**config.mk**
```make
export PLATFORM = sky130hd
export DESIGN_NAME = stack_ctrl_flat
export DESIGN_NICKNAME = d
export VERILOG_FILES = /design/src/rtl/stack_if.sv /design/src/rtl/stack_ctrl.sv /design/src/flat_wrapper.sv
export SDC_FILE = /design/constraint.sdc
export NUM_CORES = 1
export LEC_CHECK = 0
export ABC_CLOCK_PERIOD_IN_PS = 2570
export CAP_MARGIN = 20
export CELL_PAD_IN_SITES_DETAIL_PLACEMENT = 0
export CELL_PAD_IN_SITES_GLOBAL_PLACEMENT = 2
export CORE_MARGIN = 2
export CORE_UTILIZATION = 20
export CTS_CLUSTER_SIZE = 28
export DETAILED_ROUTE_END_ITERATION = 10
export HOLD_SLACK_MARGIN = 0.1
export PLACE_DENSITY = 0.75
export SETUP_SLACK_MARGIN = 0.15
export SLEW_MARGIN = 5
export SYNTH_ARGS = -nofsm -noshare
export SYNTH_HDL_FRONTEND = slang
export SYNTH_SLANG_ARGS = --single-unit
```
**constraint.sdc**
```tcl
create_clock -name clk -period 2.57 [get_ports clk]
set_input_delay 0.514 -clock clk [delete_from_list [all_inputs] [get_ports clk]]
set_output_delay 0.514 -clock clk [all_outputs]
set_load 0.01 [all_outputs]
```
**src/rtl/stack_if.sv**
```systemverilog
// stack_if: control, data and RAM signals between a stack controller and its environment
interface stack_if #(
  parameter int WIDTH  = 16,
  parameter int NWORDS = 1024
);
  localparam int AW = $clog2(NWORDS);
  logic             clr;
  logic             push;
  logic             pop;
  logic [WIDTH-1:0] data_in;
  logic [WIDTH-1:0] data_out;
  logic             pop_valid;
  logic             full;
  logic             empty;
  logic [AW:0]      count;
  logic             err;
  logic [1:0]       err_code;
  logic             mem_we;
  logic [AW-1:0]    mem_a;
  logic [WIDTH-1:0] mem_din;
  logic [WIDTH-1:0] mem_dout;
  modport slave (
    input  clr, push, pop, data_in, mem_dout,
    output data_out, pop_valid, full, empty, count, err, err_code, mem_we, mem_a, mem_din
  );
  modport master (
    output clr, push, pop, data_in, mem_dout,
    input  data_out, pop_valid, full, empty, count, err, err_code, mem_we, mem_a, mem_din
  );
endinterface

```
**src/rtl/stack_ctrl.sv**
```systemverilog
// stack_ctrl: LIFO stack controller driving an external synchronous-write, combinational-read RAM
module stack_ctrl #(
  parameter int WIDTH  = 16,
  parameter int NWORDS = 1024,
  localparam int AW    = $clog2(NWORDS)
) (
  input logic    clk,
  input logic    reset_n,
  stack_if.slave s
);
  localparam logic [AW:0] FULL_SP = (AW+1)'(NWORDS);
  typedef enum logic {RUN, ERR} state_t;
  state_t      st;
  logic [AW:0] sp;
  logic [AW:0] spm1;
  logic        run, wr, rd, byp, ovf, unf;
  assign spm1    = sp - 1'b1;
  assign s.count = sp;
  assign s.empty = (sp == '0);
  assign s.full  = (sp == FULL_SP);
  assign s.err   = (st == ERR);
  // clr suppresses every operation in its cycle
  assign run = (st == RUN) && !s.clr;
  // wr covers push into free space and top replacement; rd covers pop and replacement
  assign wr  = run && s.push && (s.pop ? !s.empty : !s.full);
  assign rd  = run && s.pop && !s.empty;
  assign byp = run && s.push && s.pop && s.empty;
  assign ovf = run && s.push && !s.pop && s.full;
  assign unf = run && s.pop && !s.push && s.empty;
  // idle addressing uses the low bits of sp, which wraps to 0 when full
  assign s.mem_a   = rd ? spm1[AW-1:0] : sp[AW-1:0];
  assign s.mem_din = s.data_in;
  assign s.mem_we  = reset_n && wr;
  // stack pointer, output data, and RUN/ERR state machine with sticky error code
  always_ff @(posedge clk or negedge reset_n) begin
    if (!reset_n) begin
      st          <= RUN;
      sp          <= '0;
      s.data_out  <= '0;
      s.pop_valid <= 1'b0;
      s.err_code  <= 2'b00;
    end else if (s.clr) begin
      st          <= RUN;
      sp          <= '0;
      s.pop_valid <= 1'b0;
      s.err_code  <= 2'b00;
    end else begin
      s.pop_valid <= rd || byp;
      if (rd) s.data_out <= s.mem_dout;
      else if (byp) s.data_out <= s.data_in;
      if (wr && !s.pop) sp <= sp + 1'b1;
      else if (rd && !s.push) sp <= spm1;
      if (ovf) begin
        st         <= ERR;
        s.err_code <= 2'b01;
      end else if (unf) begin
        st         <= ERR;
        s.err_code <= 2'b10;
      end
    end
  end
endmodule
```
**src/flat_wrapper.sv**
```systemverilog
// flat-port wrapper written by rule: the top's interface ports become plain ports
module stack_ctrl_flat 
#(
  parameter int WIDTH  = 16,
  parameter int NWORDS = 1024,
  localparam int AW    = $clog2(NWORDS)
)
  (clk, reset_n, s_clr, s_push, s_pop, s_data_in, s_mem_dout, s_data_out, s_pop_valid, s_full, s_empty, s_count, s_err, s_err_code, s_mem_we, s_mem_a, s_mem_din);
  stack_if #(.WIDTH(WIDTH), .NWORDS(NWORDS)) s_i ();
  input logic clk;
  input logic reset_n;
  input wire logic [$bits(s_i.clr)-1:0] s_clr;
  input wire logic [$bits(s_i.push)-1:0] s_push;
  input wire logic [$bits(s_i.pop)-1:0] s_pop;
  input wire logic [$bits(s_i.data_in)-1:0] s_data_in;
  input wire logic [$bits(s_i.mem_dout)-1:0] s_mem_dout;
  output wire logic [$bits(s_i.data_out)-1:0] s_data_out;
  output wire logic [$bits(s_i.pop_valid)-1:0] s_pop_valid;
  output wire logic [$bits(s_i.full)-1:0] s_full;
  output wire logic [$bits(s_i.empty)-1:0] s_empty;
  output wire logic [$bits(s_i.count)-1:0] s_count;
  output wire logic [$bits(s_i.err)-1:0] s_err;
  output wire logic [$bits(s_i.err_code)-1:0] s_err_code;
  output wire logic [$bits(s_i.mem_we)-1:0] s_mem_we;
  output wire logic [$bits(s_i.mem_a)-1:0] s_mem_a;
  output wire logic [$bits(s_i.mem_din)-1:0] s_mem_din;
  assign s_i.clr = s_clr;
  assign s_i.push = s_push;
  assign s_i.pop = s_pop;
  assign s_i.data_in = s_data_in;
  assign s_i.mem_dout = s_mem_dout;
  assign s_data_out = s_i.data_out;
  assign s_pop_valid = s_i.pop_valid;
  assign s_full = s_i.full;
  assign s_empty = s_i.empty;
  assign s_count = s_i.count;
  assign s_err = s_i.err;
  assign s_err_code = s_i.err_code;
  assign s_mem_we = s_i.mem_we;
  assign s_mem_a = s_i.mem_a;
  assign s_mem_din = s_i.mem_din;
  stack_ctrl #(.WIDTH(WIDTH), .NWORDS(NWORDS)) u_core (.clk(clk), .reset_n(reset_n), .s(s_i));
endmodule
```
## Word level (Yosys, flattened, before mapping)

Index checks and enable logic that the tools add are counted.

- Input port bits: 37
- Logic and storage cells: 49
- Register bits after elaboration: 31

- Equality and inequality tests: 1
- Muxes and demuxes: 14
- Add/subtract/negate cells: 2
- Bitwise gates (word level): 2
- Reductions and logical operators: 25

Operators with widths:

| cell | number |
|---|---|
| 11-bit 2-to-1 mux | 3 |
| 16-bit 2-to-1 mux | 2 |
| 1-bit logical AND | 14 |
| 11-bit by 1-bit adder with 11-bit output (second input constant) | 1 |
| 11-bit == test (second input constant) | 1 |
| 11-bit zero test | 1 |
| 11-bit by 1-bit subtractor with 11-bit output (second input constant) | 1 |
| 10-bit 2-to-1 mux | 1 |
| 2-bit 2-to-1 mux | 3 |
| 3-bit nonzero test | 2 |
| 1-bit zero test | 5 |
| 1-bit 2-to-1 mux | 5 |
| 1-bit inverter | 2 |
| 2-bit AND reduction | 1 |
| 2-bit nonzero test | 1 |
| 1-bit logical OR | 1 |

## Logic depth before layout (Yosys ltp)

- Word-level depth: 8
- Depth in mapped cells: 8

## Least setup slack after synthesis

OpenSTA, ideal clock, no wires.

- Kind: input -> output
- Start point: input port s_clr
- End point: output port s_mem_a[3]
- Path buffers: 2
- Required time: 2056 ps
- Arrival: 2121 ps
- Setup slack: -65 ps
- Stages: 6
- Path through: clkbuf_1 > or3b_1 > a31oi_1 > clkbuf_1 > nand2_1 > xnor2_1

- Longest elaborated chain between the ends: 5

RTL lines:

| item | RTL line | RTL |
|---|---|---|
| start: declaration | flat_wrapper.sv:12 | `input wire logic [$bits(s_i.clr)-1:0] s_clr;` |
| 1-bit zero test | stack_ctrl.sv:23 | `assign run = (st == RUN) && !s.clr;` |
| 1-bit logical AND | stack_ctrl.sv:23 |  |
| 1-bit logical AND (2 in a row) | stack_ctrl.sv:26 | `assign rd = run && s.pop && !s.empty;` |
| 10-bit 2-to-1 mux | stack_ctrl.sv:31 | `assign s.mem_a = rd ? spm1[AW-1:0] : sp[AW-1:0];` |
| end: declaration | flat_wrapper.sv:25 | `output wire logic [$bits(s_i.mem_a)-1:0] s_mem_a;` |

No other way between the ends.

## Final worst setup path

- Start point: register u_core.sp[5] (netlist: u_core.s.count[5])
- End point: output port s_mem_a[9]

- Longest elaborated chain between the ends: 4
- Elaborated cells on any way between the ends: 5

RTL lines:

| item | RTL line | RTL |
|---|---|---|
| start: declaration | stack_ctrl.sv:14 | `logic [AW:0] sp;` |
| start signal: assignment | stack_ctrl.sv:51 | `if (wr && !s.pop) sp <= sp + 1'b1;` |
| start signal: assignment | stack_ctrl.sv:52 | `else if (rd && !s.push) sp <= spm1;` |
| branches (longest 3 deep; another with 11-bit by 1-bit subtractor with 11-bit output) | n/a |  |
| 10-bit 2-to-1 mux (*) | stack_ctrl.sv:31 |  |

Mark *: on every way between the ends.

==> out/qor.txt <==
Sw Ratio = 0.350
reg-to-reg startpoint = u_core.s.err$_DFFE_PN0P_
Unique masters post-synth = 44
post-synthesis register bit count = 31
Top FF cell, synth = dfrtp_1
syn nets = 274
design area = 0.00362 sq mm
WHS = 0.275 ns
worst min-delay path category = input port to asynchronous set/reset pin
CTS Hold Buffers Added = 0
clock-pin slew on the worst setup and hold paths = 0.08 ns
CP arrival = 1.99 ns
# IOs = 97
CTS tree = done
fmax = 400 MHz
Ys Warns = 0
DRC errors left = 0
P per Cell Area = 621 mW/mm^2
first-pass GRT wire length = 11.5 mm
reg-to-reg slack, setup = 0.39 ns
Fillers = 1052
number of synthesized flops with an enable pin = 0
clock skew = 0.00514 ns
initial antenna violation count = 0
Static Leak = 1.55 nW
worst skew pair latency = 0.28 ns
grt met1 use = 0.158
buffers and inverters on the worst path = 1
final critical-path required period = 2.50 ns
Tot GR Track Use = 0.130
internal power = 1.46 mW
final setup vio count = 0
max incr delay on CP = 0.56 ns
footprint of the multi-input gates = 0.00109 sq mm
GR Util met3 = 0.0476
commonest non-fill, non-tap cell in the layout = clkdlybuf4s50_1
mapped cell area = 0.00200 sq mm
Placeable Area = 0.00973 sq mm
PortBufs = 96
Storage cell area = 776 sq um
htree depth = 2
Clock Path Buffers = 2
pre-CTS worst setup slack = -0.638 ns
Die W = 104 um
outcome = finished, final reports clean
commonest cells after routing, fill and taps aside = 80 x clkdlybuf4s50_1, 56 x buf_4, 31 x dfrtp_1
Seq pwr share = 0.312
die footprint = 0.0108 sq mm
met2 Usage GRT = 0.219
gpl congestion = 0.793
Worst Path Max Fanout = 2
slowest CP cell = or4_4
Final WS setup = 0.0689 ns
final wirelength = 7.02 mm
final core utilization = 0.373
total clock sinks = 31
Syn Area/Cell = 8.53 sq um
Post-DP HPWL = 5.16 mm
GRT busiest layer = met2
final worst-path cycle share = 0.973
Seq/Total Area, Yosys = 0.387
Critical Path Start = u_core.s.count[5]$_DFFE_PN0P_
drt wl/cell = 13.9 um
worst path cell trace = or4_4, nor4_4, mux2_4, buf_6
gr ovfl total = 0
Antenna diodes = 0
initial DRC count = 92
Pins Over Slew Limit = 0
nets = 409
Synth Instances = 235
Slew headroom = 0.669
Area Overhead vs Synth = 80.8%
DP Area = 0.00335 sq mm
IR drop worst, VDD = 0.267 mV
root buf cell = clkbuf_8
worst endpoint required time = 2.06 ns
Worst-Margin Slew = 0.493 ns
Reg2Reg Depth = 5
crit end category = primary output
Vias per Instance = 4.42
max_cap viols = 0
family with the most delay on the worst path = simple AND/OR/NAND/NOR gates
TritonCTS Buffers = 5
final hold vios = 0
Detail Route Antenna Nets = 0
die height = 104 um
First-pass DRT Iterations = 4
FP Rows = 36
vias in the first global route = 2299
asr flop ratio synth = 1.00
largest net degree at the start of global routing = 32
Vias = 2229
layout cell share with drive strength beyond 1 = 0.296
Reg-to-Reg End = u_core.s.count[10]$_DFFE_PN0P_
Critical Path Start Type = flop
initial core utilization = 0.206
RSZ-0062 raised after global routing = true
Comb power frac = 0.511
WS Path Type = flop to primary output
clock power share = 0.177
Net Sw Power = 0.789 mW
## registers in the layout, summed over array words and instances (netlist names)
signal,cells
u_core.s.data_out,16
u_core.s.err,1
u_core.s.err_code,2
u_core.s.count,11
u_core.s.pop_valid,1
## per-layer routing
layer  vias to the layer above  routed length, um
li1                       1097                  -
met1                      1038               2950
met2                        84               3410
met3                        10                558
met4                         0                 95
met5                         -                  0
## what timing repair did
item / in CTS / in global routing
setup endpoints to repair: 17 / 15
buffers inserted: 11 / 1
pin swaps: 10 / 8
gates resized for setup: 75 / 16
## cell families (layout without fill, tap and decap cells)
family,Yosys count,in the layout,synth area share
AO/OA/AOI/OAI,62,62,0.200
XOR/XNOR,8,8,0.0350
adder cells (fa/ha/maj),2,2,0.0125
buffers and inverters,57,193,0.139
flip-flops,31,31,0.387
multiplexers,6,6,0.0325
AND/OR/NAND/NOR,69,69,0.195
## through the flow
step                instances  setup TNS (ns)  power [mW]
global route              504               0        2.42
floorplan                 235               0        1.13
CTS                       503               0        2.24
detailed placement        484           -6.98        1.76
global placement          484           -6.88        1.76
finish                    504               0        2.25
## worst reg2reg max path: stages (launching register included)
cell and delay (ns):
dfrtp_1 0.39, buf_4 0.16, or4b_1 0.53, or4_4 0.53, or3_1 0.35, a21oi_1 0.15
## worst max path at each step
stage                       to  slack (ns)  cells after the start
detailed placement  s_mem_a[3]       -0.64                      7
CTS                 s_mem_a[9]        0.07                      4
global route        s_mem_a[9]       0.003                      5
floorplan           s_mem_a[9]        0.15                      4
global placement    s_mem_a[3]       -0.63                      7
finish              s_mem_a[9]        0.07                      4
## power by group through the flow
stage               sequential, mW  clock [mW]  combinational [mW]
finish                       0.702       0.399                1.15
global route                 0.725       0.432                1.26
CTS                          0.704       0.416                1.12
detailed placement           0.705           0                1.06
global placement             0.698           0                1.07
floorplan                    0.775           0               0.356
## synthesized netlist by cell type (all sizes together) (6+ instances only)
| cell type | instances | area share |
|---|---|---|
| o21ai | 17 | 0.042 |
| buf | 19 | 0.067 |
| dfrtp | 31 | 0.39 |
| inv | 24 | 0.045 |
| nor2 | 13 | 0.024 |
| a22oi | 17 | 0.064 |
| nor3 | 13 | 0.032 |
| xnor2 | 7 | 0.031 |
| nand2 | 10 | 0.019 |
| nor4 | 6 | 0.022 |
| a21oi | 11 | 0.027 |
| clkbuf | 14 | 0.026 |
| nand3 | 6 | 0.015 |
## area by class of cell
type / instances / area share
clock buffers: 5 / 0.0190
repair buffers: 161 / 0.391
flip-flops and latches: 31 / 0.214
clock inverters: 3 / 0.00552
multi-input cells: 147 / 0.300
well taps: 133 / 0.0459
inverters: 24 / 0.0249
Power figures use the tool's default switching activity.
